===== config.mk =====
export PLATFORM = sky130hd
export DESIGN_NAME = restoring_divider
export DESIGN_NICKNAME = d
export VERILOG_FILES = /design/src/rtl/restoring_divider.sv
export SDC_FILE = /design/constraint.sdc
export NUM_CORES = 1
export LEC_CHECK = 0
export ABC_CLOCK_PERIOD_IN_PS = 2600
export BUFFER_PORTS_ARGS = -buffer_cell sky130_fd_sc_hd__buf_4
export CAP_MARGIN = 20
export CORE_ASPECT_RATIO = 1.2
export CORE_UTILIZATION = 26
export DETAILED_ROUTE_END_ITERATION = 8
export PLACE_DENSITY = 0.52
export SYNTH_ARGS = -nofsm -noshare
export SYNTH_HDL_FRONTEND = slang
export SYNTH_SLANG_ARGS = --single-unit

===== constraint.sdc =====
create_clock -name clk -period 2.6 [get_ports clk]
set_clock_uncertainty 0.15 [all_clocks]
set_input_delay 0.39 -clock clk [delete_from_list [all_inputs] [get_ports clk]]
set_output_delay 0.39 -clock clk [all_outputs]
set_load 0.02 [all_outputs]

===== src/rtl/restoring_divider.sv =====
// restoring_divider: sequential restoring divider, one trial subtraction per
// clock. It computes the quotient and remainder for the ALU DIV/MOD operations
// and handshakes with the control sequencer through start and done.
//
// Ports:
//   clk, rst             rising-edge clock; asynchronous active-high reset
//   start                request, sampled only in IDLE
//   dividend, divisor    operands, captured on an accepted start
//   busy                 high while iterating (RUN)
//   done                 one-cycle pulse, results valid (FIN)
//   quotient, remainder  results, held until the next accepted start
//   div_by_zero          set with done when divisor == 0, held with results
//
// Optional feature: `define DIVIDER_SIGNED_EN for two's-complement operands.
// Magnitudes go through the unsigned engine, and the signs are fixed up on
// the way into FIN.
module restoring_divider #(
  parameter int unsigned WIDTH = 4
) (
  input  logic             clk,
  input  logic             rst,
  input  logic             start,
  input  logic [WIDTH-1:0] dividend,
  input  logic [WIDTH-1:0] divisor,
  output logic             busy,
  output logic             done,
  output logic [WIDTH-1:0] quotient,
  output logic [WIDTH-1:0] remainder,
  output logic             div_by_zero
);

  localparam int unsigned CW = (WIDTH > 2) ? $clog2(WIDTH) : 1;

  typedef enum logic [1:0] {
    IDLE,
    RUN,
    FIN
  } state_t;

  state_t state, state_nx;

  logic [WIDTH-1:0] dvd;      // dividend bits still to consume, quotient bits shifted in
  logic [WIDTH-1:0] dvs;
  logic [WIDTH-1:0] rem_r;
  logic [CW-1:0]    cnt;

  logic [WIDTH:0]   r_shift;
  logic [WIDTH:0]   trial;
  logic             q_bit;
  logic [WIDTH-1:0] r_next;
  logic             last;
  logic [WIDTH-1:0] q_mag;
  logic             div_zero;

  logic [WIDTH-1:0] dvd_in;
  logic [WIDTH-1:0] dvs_in;
  logic [WIDTH-1:0] q_final;
  logic [WIDTH-1:0] r_final;

  // One restoring step: shift in the next dividend bit, then try the subtraction.
  always_comb begin
    r_shift  = {rem_r, dvd[WIDTH-1]};
    trial    = r_shift - {1'b0, dvs};
    q_bit    = ~trial[WIDTH];
    r_next   = q_bit ? trial[WIDTH-1:0] : r_shift[WIDTH-1:0];
    q_mag    = {dvd[WIDTH-2:0], q_bit};
    last     = (cnt == CW'(WIDTH - 1));
    div_zero = (divisor == '0);
  end

`ifdef DIVIDER_SIGNED_EN
  logic neg_q;
  logic neg_r;

  always_comb begin
    dvd_in  = dividend[WIDTH-1] ? -dividend : dividend;
    dvs_in  = divisor[WIDTH-1]  ? -divisor  : divisor;
    q_final = neg_q ? -q_mag  : q_mag;
    r_final = neg_r ? -r_next : r_next;
  end

  always_ff @(posedge clk or posedge rst) begin
    if (rst) begin
      neg_q <= 1'b0;
      neg_r <= 1'b0;
    end else if (state == IDLE && start && !div_zero) begin
      neg_q <= dividend[WIDTH-1] ^ divisor[WIDTH-1];
      neg_r <= dividend[WIDTH-1];
    end
  end
`else
  always_comb begin
    dvd_in  = dividend;
    dvs_in  = divisor;
    q_final = q_mag;
    r_final = r_next;
  end
`endif

  always_ff @(posedge clk or posedge rst) begin
    if (rst) begin
      state <= IDLE;
    end else begin
      state <= state_nx;
    end
  end

  always_comb begin
    state_nx = state;
    busy     = 1'b0;
    done     = 1'b0;
    case (state)
      IDLE: begin
        if (start) begin
          state_nx = div_zero ? FIN : RUN;
        end
      end
      RUN: begin
        busy = 1'b1;
        if (last) begin
          state_nx = FIN;
        end
      end
      FIN: begin
        done     = 1'b1;
        state_nx = IDLE;
      end
      default: state_nx = IDLE;
    endcase
  end

  always_ff @(posedge clk or posedge rst) begin
    if (rst) begin
      dvd         <= '0;
      dvs         <= '0;
      rem_r       <= '0;
      cnt         <= '0;
      quotient    <= '0;
      remainder   <= '0;
      div_by_zero <= 1'b0;
    end else begin
      case (state)
        IDLE: begin
          if (start) begin
            if (div_zero) begin
              quotient    <= '1;
              remainder   <= dividend;
              div_by_zero <= 1'b1;
            end else begin
              dvd         <= dvd_in;
              dvs         <= dvs_in;
              rem_r       <= '0;
              cnt         <= '0;
              div_by_zero <= 1'b0;
            end
          end
        end
        RUN: begin
          rem_r <= r_next;
          dvd   <= q_mag;
          cnt   <= cnt + 1'b1;
          // Results are written on the final step so that they are valid during FIN.
          if (last) begin
            quotient  <= q_final;
            remainder <= r_final;
          end
        end
        default: ;
      endcase
    end
  end

endmodule


### Word level (Yosys, flattened, before mapping)

Cells that the tools add are included.

| cells by class | value |
|---|---|
| $add $sub $neg | 2 |
| multiplexer cells | 25 |
| magnitude comparators | 0 |
| divide/modulo/power cells | 0 |
| reduce and logical (&&, ||, !) cells | 8 |
| shifts and indexed selects | 0 |
| bitwise logic cells | 2 |
| equality and inequality tests | 7 |
| $mul | 0 |

Operators with widths:

| kind | count |
|---|---|
| two-way mux 4 bit | 11 |
| case mux 4 bit (2 select lines) | 4 |
| two-way mux 2 bit | 5 |
| inequality test 2 bit (second input constant) | 4 |
| case mux 2 bit (2 select lines) | 2 |
| AND reduction 3 bit | 2 |
| subtractor 5 x 4 -> 5 bit | 1 |
| equality test 2 bit (second input constant) | 2 |
| logical NOT 4 bit | 1 |
| AND reduction 2 bit | 2 |
| AND reduction 4 bit | 1 |
| two-way mux 1 bit | 3 |
| adder 2 x 1 -> 2 bit (second input constant) | 1 |
| equality test 2 x 1 -> 1 bit (second input constant) | 1 |
| logical NOT 2 bit | 1 |
| inverter 1 bit | 2 |
| nonzero test 2 bit | 1 |

| word-level totals | value |
|---|---|
| flip-flop bits (word level) | 25 |
| memories kept | 0 |
| latch bits | 0 |
| bits in read-only memories | 0 |
| RAM bits | 0 |
| logic and storage cells | 52 |
| output and inout port bits | 11 |

### Depth between registers and ports, before layout

Gate-level depths: netlist (run 1).

| depth | value |
|---|---|
| depth after elaboration | 4 |
| mapped depth | 9 |
| gate-level depth less buffers | 9 |

### Least setup slack after synthesis (run 1)

No wires, ideal clock.

| timing | value |
|---|---|
| path kind | register to register |
| from | register dvd[3] |
| to | register remainder[2] |
| stages on the path, launching flop included | 10 |
| buffers on the path | 0 |
| slack | 538 ps |
| data arrival time | 1793 ps |
| cell sequence | dfrtp_1 inv_1 ha_1 inv_1 fa_1 nand3_1 and3_1 nor2_1 o211a_1 o22a_2 |

| on the way | value |
|---|---|
| word-level cells in the longest chain between the ends | 4 |

Ends and longest elaborated chain:

| item | line | text |
|---|---|---|
| start, declared | 42 | `logic [WIDTH-1:0] dvd;` |
| start signal, assigned | 150 | `dvd <= dvd_in;` |
| start signal, assigned | 160 | `dvd <= q_mag;` |
| subtractor 5 x 4 -> 5 bit | 63 | `trial = r_shift - {1'b0, dvs};` |
| two-way mux 4 bit | 65 | `r_next = q_bit ? trial[WIDTH-1:0] : r_shift[WIDTH-1:0];` |
| two-way mux 4 bit | 163 | `if (last) begin` |
| case mux 4 bit (2 select lines) | 142 | `case (state)` |
| end signal, assigned | 147 | `remainder <= dividend;` |
| end signal, assigned | 165 | `remainder <= r_final;` |
| end, declared | 28 | `output logic [WIDTH-1:0] remainder,` |

No other way between the ends. The select of a mux whose other input is x is not followed.
A chain may end at the register's enable or synchronous reset.

### Worst setup path after layout (run 1)

| timing | value |
|---|---|
| from | register dvd[3] |
| to | register remainder[0] |

| on the way | value |
|---|---|
| word-level cells in the longest chain between the ends | 4 |

Ends and longest elaborated chain:

| item | line |
|---|---|
| subtractor 5 x 4 -> 5 bit | 63 |
| two-way mux 4 bit (*) | 65 |
| two-way mux 4 bit (*) | 163 |
| case mux 4 bit (2 select lines) (*) | 142 |

Mark *: on every way between the ends. The rest lies on a longest branch, timed or not. The select of a mux whose other input is x is not followed.

==> results of run 1 <==
-- cell type report --
cell class,count,area share
clock buffer,4,0.0291
inverter,11,0.0267
multi-input combinational,90,0.382
sequential,25,0.404
tap,58,0.0469
timing repair buffer,23,0.112
-- critical path: cells and delay by family, from the launching register on --
kind / cells / cell delay [ps]
and+or+nand+nor: 3 / 490
adders and majority gates: 2 / 560
AOI/OAI and AO/OA: 2 / 480
DFF: 1 / 400
buffers and inverters: 2 / 130
-- metrics by stage --
step                      setup slack [ps]  hold WS (ps)  utilization  power, W
after floorplan                        538           267            -   0.00163
after global placement                 426           309        0.320   0.00192
after detailed placement               343           319        0.320   0.00195
after CTS                              318          23.6        0.330   0.00219
after global routing                   212          41.5        0.330   0.00236
final                                  320          9.62        0.330   0.00217
-- where the power goes --
| part | total [W] | switching [W] | internal, W |
|---|---|---|---|
| clock network | 0.000233 | 0.000123 | 0.000110 |
| logic | 0.00122 | 0.000700 | 0.000525 |
| registers | 0.000711 | 0.000139 | 0.000572 |
| total | 0.00217 | 0.000962 | 0.00121 |
-- flip-flops by register name, summed over array words and instances, names as in the netlist --
register	flops
dvs	4
dvd	4
remainder	4
cnt	2
div_by_zero	1
quotient	4
rem_r	4
state	2
-- cell usage after synthesis --
| library cell | instances |
|---|---|
| nand2_1 | 18 |
| or2b_2 | 1 |
| and3_1 | 2 |
| a21o_1 | 3 |
| xnor2_1 | 1 |
| a31oi_1 | 4 |
| or2_2 | 1 |
| nand2_4 | 1 |
| o22ai_1 | 1 |
| nor2_2 | 1 |
| a221o_1 | 1 |
| a211oi_1 | 1 |
| o22a_2 | 3 |
| a21oi_2 | 1 |
| clkbuf_8 | 1 |
| o21ai_0 | 4 |
| nand3b_1 | 1 |
| nor2b_1 | 1 |
| a211o_1 | 1 |
| a31oi_2 | 1 |
| nor3b_4 | 1 |
| buf_12 | 1 |
| dfrtp_1 | 25 |
| nor2_1 | 13 |
| nand3_1 | 5 |
| fa_1 | 1 |
| a22o_1 | 4 |
| or4_4 | 1 |
| nor4b_1 | 1 |
| buf_2 | 1 |
| a21oi_1 | 10 |
| inv_1 | 11 |
| o211a_1 | 1 |
| nand2b_4 | 1 |
| ha_1 | 5 |
-- cells by family after synthesis --
| kind of cell | Yosys count | synth area share |
|---|---|---|
| and+or+nand+nor | 48 | 0.195 |
| AOI/OAI and AO/OA | 35 | 0.190 |
| DFF | 25 | 0.483 |
| buffers and inverters | 14 | 0.0618 |
| adders and majority gates | 6 | 0.0637 |
| xor gates and xnor gates | 1 | 0.00676 |
-- final timing paths --
| kind | slack, ps | end | cells after the start | start |
|---|---|---|---|---|
| max in group asynchronous | 2040 | rem_r[1]$_DFFE_PP0P_ | 3 | rst |
| min reg2reg | 340 | cnt[0]$_DFFE_PP0P_ | 1 | cnt[0]$_DFFE_PP0P_ |
| max | 320 | remainder[0]$_DFFE_PP0P_ | 9 | dvd[3]$_DFFE_PP0P_ |
| min in group clk | 180 | dvs[3]$_DFFE_PP0P_ | 3 | divisor[3] |
| max reg2reg | 320 | remainder[0]$_DFFE_PP0P_ | 9 | dvd[3]$_DFFE_PP0P_ |
| min | 10 | quotient[1]$_DFFE_PP0P_ | 3 | rst |
-- layer usage --
metal  up-vias  GRT usage  wire [um]
met1       522      0.155       1260
met2        24      0.208       1570
met4         0     0.0340         42
li1        499          -          -
met5         -          0          0
met3         5     0.0244        108
==> impl_results.md, run 1 <==
* Inserted Clock Buffers at 3
* Relative slew margins at 0.626
* Clk pin slew, worst setup/hold paths at 90 ps
* Top cells by area, synth: dfrtp_1, nand2_1, ha_1, a21oi_1, nor2_1
* Die area at about 0.0053 mm2
* Hold crit path type: primary input to asynchronous set/reset pin
* Starting density of the core at 0.276
* Ys Warns at 0
* Maximum vdd drop at 0.482 mV
* Most common cell after layout, fill and taps aside: dfrtp_1
* Post-DRT Antenna Nets at 0
* Via count at around 1100
* Antenna cells at 0
* Min Tclk post-route at between 2000 and 2500 ps
* Critical Path AT at 2330 ps
* CTS tree: done
* Clk Tree Root Cell: clkbuf_8
* Req. time, crit path at about 2700 ps
* Post-synth top area share at 0.483
* Placed cell area at 0.00150 mm2
* CTS Buffer Depth at 2
* Register Area at 626 um2
* Worst-margin pin slew at 558 ps
* Number of DRC markers in iteration 0 at 25
* CP Class: register to register
* Lkg Pwr at between 0.7 and 0.8 nW
* Syn_nets at between 100 and 150
* Clk sink count at 25
* Chip height at 79.3 um
* # fillers at between 400 and 500
* Initial antenna violation count at 0
* Most frequent cells in the layout: dfrtp_1, buf_4, nand2_1, nor2_1, inv_1
* GPL Wtd Cong at ~0.83
* DR vias/cell at 4.98
* Largest net degree at the start of global routing at 26
* Hold buffers post-CTS at 0
* DRT Pass-1 Iters at 4
* PwrDens at between 1000 and 1500 mW/mm2
* Clock latency on the worst-skew pair at 270 ps
* Die width at between 60 and 70 um
* # rows at 27
* Status: finished clean
* Post-synthesis average cell area at roughly 10 um2
* Area Overhead vs Synth at 19.4%
* Fin area at 0.00155 mm2
* Layout cell share with drive strength beyond 1 at 0.248
* Dpl cells at 207
* Crit-path max cell delay at roughly 400 ps
* CP Launch Type: register
* Final setup viols at 0
* Cts repair resizes at 0
* First-pass GRT wire length at 4.88 mm
* Post-synthesis sequential area ratio at 0.483
* Area of the core at 0.00470 mm2
* Total track usage at 0.122
* Cells after Synth at roughly 130
* Final Non-Filler Cells at 211
* Io pins at 22
* Unique masters post-synth at 35
* Routed WL at 2.99 mm
* Max stage delay cell, worst path: dfrtp_1
* Critical path capture point type: register
* Number of global-route vias before repair at 1020
* Fmax at 0.439 GHz
* Cell mode on critical path: inv_1
* CTS H-Tree Depth at 1
* Avg WL per Cell at 14.2 um
* Crit-path max FO at 4
* Final hold violation count at 0
* Crit path cell chain: inv_1 > ha_1 > inv_1 > fa_1 > nand3_1 > and3_1 > nor2_1 > a211o_1 > a31oi_2
* # Max-Cap Violations at 0
* Area of the multi-input gates at a little under 600 um2
* Period utilization at 0.877
* Grt ovf at 0
* Final-report max-slew violation count at 0
* Post-route DRC at 0
* Unrepaired setup endpoints after global routing: false
* Nets at 171
* Yosys top cell by area: dfrtp_1
* Post-synthesis cell area at 0.00130 mm2
* Detailed placement HPWL at 2.26 mm
* Setup TNS at 0 ps
* Synth Register Bits at 25
* Post-CTS setup buffers at 0
* IO Port Bufs at 21
No activity file was read; power rests on OpenSTA's default activity.
==> run 2, diff against run 1 <==
--- a/config.mk
+++ b/config.mk
@@ -8,7 +8,8 @@
 export ABC_CLOCK_PERIOD_IN_PS = 2600
 export BUFFER_PORTS_ARGS = -buffer_cell sky130_fd_sc_hd__buf_4
 export CAP_MARGIN = 20
-export CORE_ASPECT_RATIO = 1.2
+export CORE_ASPECT_RATIO = 1.75
+export CORE_MARGIN = 3
 export CORE_UTILIZATION = 26
 export DETAILED_ROUTE_END_ITERATION = 8
 export PLACE_DENSITY = 0.52
==> run 2 against run 1 <==
Die area up 12%; clock power about the same; non-clock buffer count down 1; cell area down 0.73%; via count down 2.7%.
==> impl_results.md, run 2 (same netlist as run 1, synthesis figures left out) <==
* Post-CTS setup buffers at 0
* Clk sink count at 25
* Overall power at 0.00215 W
* Number of DRC markers in iteration 0 at 18
* Hold buffers post-CTS at 0
* Crit-path max FO at 4
* Routed WL at 2.79 mm
* Total track usage at 0.101
* Clock latency on the worst-skew pair at 270 ps
* Via count at 1022
* Critical Path AT at 2310 ps
* Crit path cell chain: inv_1 > ha_1 > inv_1 > fa_1 > nand3_1 > and3_1 > nor2_1 > a211o_1 > a31oi_2
* Final-report max-slew violation count at 0
* IO Port Bufs at 21
* CP Launch Type: register
* DR vias/cell at 5.01
* CTS tree: done
* Starting density of the core at 0.273
* # Max-Cap Violations at 0
* Detailed placement HPWL at 2.18 mm
* CTS Buffer Depth at 2
* Cell mode on critical path: inv_1
* GPL Wtd Cong at 0.855
* Maximum vdd drop at 0.596 mV
* Relative slew margins at 0.611
* Initial antenna violation count at 0
* Layout cell share with drive strength beyond 1 at 0.250
* Req. time, crit path at ~2600 ps
* Hold crit path type: primary input to asynchronous set/reset pin
* Largest net degree at the start of global routing at 26
* Avg WL per Cell at 13.7 um
* Nets at 170
* Die width at 59.4 um
* Clk Tree Root Cell: clkbuf_8
* WP depth at 9
* CP Class: register to register
* Final setup viols at 0
* Inserted Clock Buffers at 3
* CP bufs+invs at 2
* PwrDens at 1400 mW/mm2
* Cts repair resizes at 0
* Area of the core at 0.00475 mm2
* Most common cell after layout, fill and taps aside: dfrtp_1
* Worst-margin pin slew at 582 ps
* Antenna cells at 0
* Lkg Pwr at between 0.7 and 0.8 nW
* Final hold violation count at 0
* Clk pin slew, worst setup/hold paths at 90 ps
* Critical path capture point type: register
* Max stage delay cell, worst path: dfrtp_1
* Setup TNS at 0 ps
* Post-DRT Antenna Nets at 0
* Fmax at 0.441 GHz
* Unrepaired setup endpoints after global routing: false
* Area Overhead vs Synth at 18.5%
* CTS H-Tree Depth at 1
* Io pins at 22
* Largest delay share family, worst path: adder cells
* Fin util at 0.324
* DRT Pass-1 Iters at 4
* Die area at just under 0.006 mm2
* Chip height at 99.4 um
* Grt ovf at 0
* First-pass GRT wire length at 4.69 mm
* Min Tclk post-route at 2270 ps
* Worst r2r path cells at 9
* Crit-path max cell delay at 410 ps
* Number of global-route vias before repair at 1040
* Status: finished clean
* # rows at 33
* Post-route DRC at 0
* Most frequent cells in the layout: dfrtp_1, buf_4, nand2_1, nor2_1, inv_1
* Period utilization at 0.872
-- run 2: cell count changes in the layout (fill, tap and decap cells not counted), sizes merged --
cell | previous run | this run
buf | 23 | 22
clkbuf | 4 | 3
clkinvlp | 0 | 1
-- run 2: path summary, 6_finish.rpt --
check                                    from                        to  slack [ps]
hold reg to reg            cnt[0]$_DFFE_PP0P_        cnt[0]$_DFFE_PP0P_         340
setup / recovery           dvd[3]$_DFFE_PP0P_  remainder[0]$_DFFE_PP0P_         330
max in group asynchronous                 rst  remainder[1]$_DFFE_PP0P_        2030
setup reg to reg           dvd[3]$_DFFE_PP0P_  remainder[0]$_DFFE_PP0P_         330
hold / removal                            rst   quotient[1]$_DFFE_PP0P_          10
min in group clk                   divisor[3]        dvs[3]$_DFFE_PP0P_         180
-- run 2: stage by stage --
stage | worst slack (ps) | instance area [um2] | hold slack (ps) | cells
after detailed placement | 367 | 1490 | 322 | 200
after CTS | 340 | 1540 | 22.2 | 204
after global placement | 443 | 1490 | 310 | 200
after floorplan | 538 | 1300 | 267 | 129
final | 333 | 1540 | 11.0 | 204
after global routing | 201 | 1540 | 47.1 | 204
-- run 2: final cells by class --
type,instances,area (um2)
fill,485,3210
sequential,25,626
multi-input combinational,90,591
timing repair buffer,22,165
tap,52,65.1
clock buffer,3,41.3
inverter,11,41.3
clock inverter,1,7.51
-- run 2: per-layer routing --
metal / track usage / routed length, um / vias up
li1: - / - / 493
met3: 0.0260 / 186 / 2
met2: 0.172 / 1430 / 31
met5: 0 / 0 / -
met4: 0.0297 / 19 / 0
met1: 0.122 / 1160 / 496
-- run 2: tightest hold or removal path: stages --
cell and delay, ps:
buf_4 100, inv_1 40, buf_4 300
-- run 2: report_power, final --
part / internal [W] / switching (W)
Combinational: 0.000514 / 0.000693
Clock: 0.000108 / 0.000125
Sequential: 0.000572 / 0.000135
==> run 3, diff against run 2 <==
--- a/config.mk
+++ b/config.mk
@@ -13,6 +13,7 @@
 export CORE_UTILIZATION = 26
 export DETAILED_ROUTE_END_ITERATION = 8
 export PLACE_DENSITY = 0.52
+export RECOVER_POWER = 100
 export SYNTH_ARGS = -nofsm -noshare
 export SYNTH_HDL_FRONTEND = slang
 export SYNTH_SLANG_ARGS = --single-unit
==> run 3 against run 2 <==
Clock-buffer cell count did not move; combinational power is 6% lower; wire length about the same; fmax is 0.36% lower; utilization is 1.2 points lower; cell area is 3.7% lower; critical path type unchanged; via count grew 0.68%; setup slack worse by 8.1 ps; total power shrank 3.2%; highest routed layer unchanged; largest cell class unchanged.
==> impl_results.md, run 3 (same netlist as run 1, synthesis figures left out) <==
* Status: finished clean
* PwrDens at 1410 mW/mm2
* Unrepaired setup endpoints after global routing: false
* Cell mode on critical path: inv_1
* CTS Buffer Depth at 2
* Most frequent cells in the layout: dfrtp_1, nand2_1, nor2_1, clkbuf_1, inv_1
* Routed WL at 2.79 mm
* Final setup viols at 0
* Number of global-route vias before repair at 1040
* Antenna cells at 0
* Hold depth at 3
* Cts repair resizes at 0
* GPL Wtd Cong at 0.855
* Die width at 59.4 um
* Critical path capture point type: register
* Dpl cells at 200
* Chip height at between 90 and 100 um
* Initial antenna violation count at 0
* Crit-path max cell delay at roughly 400 ps
* Hold buffers post-CTS at 0
* Hold Path End: dvs[3]$_DFFE_PP0P_
* Clock latency on the worst-skew pair at 270 ps
* Area of the core at 0.00475 mm2
* Max stage delay cell, worst path: dfrtp_1
* Hold Path Origin: divisor[3]
* Die area at ~0.0059 mm2
* IO Port Bufs at 21
* Setup TNS at 0 ps
* Starting density of the core at 0.273
* Number of DRC markers in iteration 0 at 21
* CTS tree: done
* Area Overhead vs Synth at 14.1%
* Reg2reg start: dvd[3]$_DFFE_PP0P_
* Crit-path max FO at 4
* # rows at 33
* Via count at 1029
* DR vias/cell at 5.04
* Most common cell after layout, fill and taps aside: dfrtp_1
* Detailed placement HPWL at roughly 2.2 mm
* Layout cell share with drive strength beyond 1 at 0.158
* First-pass GRT wire length at 4.69 mm
* Worst-margin pin slew at 1360 ps
* Io pins at 22
* Post-DRT Antenna Nets at 0
* Final Non-Filler Cells at approximately 200
* Nets at 170
* Total track usage at 0.101
* Clk pin slew, worst setup/hold paths at roughly 90 ps
* Worst reg2reg path endpoint: remainder[0]$_DFFE_PP0P_
* Avg WL per Cell at ~14 um
* Req. time, crit path at 2640 ps
* Final hold violation count at 0
* Final-report max-slew violation count at 0
* Clk sink count at 25
* Crit path cell chain: inv_1 > ha_1 > inv_1 > fa_1 > nand3_1 > and3_1 > nor2_1 > a211o_1 > a31oi_2
* CTS H-Tree Depth at 1
* Post-CTS setup buffers at 0
* Hold_ws at about 180 ps
* Fin util at 0.311
* Post-route DRC at 0
* Min Tclk post-route at ~2300 ps
* Maximum vdd drop at approximately 0.60 mV
* Grt ovf at 0
* DRT Pass-1 Iters at 4
* Relative slew margins at 0.0909
* Period utilization at 0.875
* Fmax at 0.439 GHz
* # Max-Cap Violations at 0
* CP Launch Type: register
* Largest net degree at the start of global routing at 26
* Clk Tree Root Cell: clkbuf_8
* Hold crit path type: primary input to register
* Lkg Pwr at 0.694 nW
* Inserted Clock Buffers at 3
* R2R setup slack at 320 ps
* Critical Path AT at 2320 ps
* Worst r2r path cells at 9
* # fillers at 495
* CP Class: register to register
run 3: power by group:
part | total (W) | switching, W | internal, W
Combinational | 0.00114 | 0.000694 | 0.000450
Sequential | 0.000700 | 0.000128 | 0.000572
Clock | 0.000234 | 0.000126 | 0.000108
Total | 0.00208 | 0.000948 | 0.00113
run 3: per-layer routing:
layer,vias up,GRT usage,part of all wire
li1,493,-,-
met1,505,0.122,0.42
met2,29,0.172,0.51
met3,2,0.0260,0.063
met4,0,0.0297,0.0068
met5,-,0,0
run 3: critical path, delay by kind of cell (launching register included):
kind                     cells  cell delay (ps)
AO/OA/AOI/OAI                2              480
adder cells (fa/ha/maj)      2              550
flip-flops                   1              410
buffers and inverters        2              110
AND/OR/NAND/NOR              3              510
run 3: worst max path at each step:
stage | startpoint | to | depth (start not counted)
after global placement | dvd[3]$_DFFE_PP0P_ | remainder[2]$_DFFE_PP0P_ | 9
after global routing | dvd[3]$_DFFE_PP0P_ | remainder[3]$_DFFE_PP0P_ | 9
after CTS | dvd[3]$_DFFE_PP0P_ | remainder[0]$_DFFE_PP0P_ | 9
after detailed placement | dvd[3]$_DFFE_PP0P_ | remainder[0]$_DFFE_PP0P_ | 9
final | dvd[3]$_DFFE_PP0P_ | remainder[0]$_DFFE_PP0P_ | 9
after floorplan | dvd[3]$_DFFE_PP0P_ | remainder[2]$_DFFE_PP0P_ | 9
run 3: per-stage QoR:
stage               power (W)  area, um2  setup slack [ps]
finish                0.00208       1480               325
global route          0.00227       1480               200
detailed placement    0.00193       1490               367
CTS                   0.00217       1540               340
floorplan             0.00163       1300               538
global placement      0.00191       1490               443
run 3: final cells by class:
cell class,count,area (um2),area share
timing repair buffer,22,120,0.0812
inverter,11,41.3,0.0279
multi-input combinational,90,578,0.391
tap,52,65.1,0.0440
clock buffer,3,41.3,0.0279
clock inverter,1,7.51,0.00508
sequential,25,626,0.423
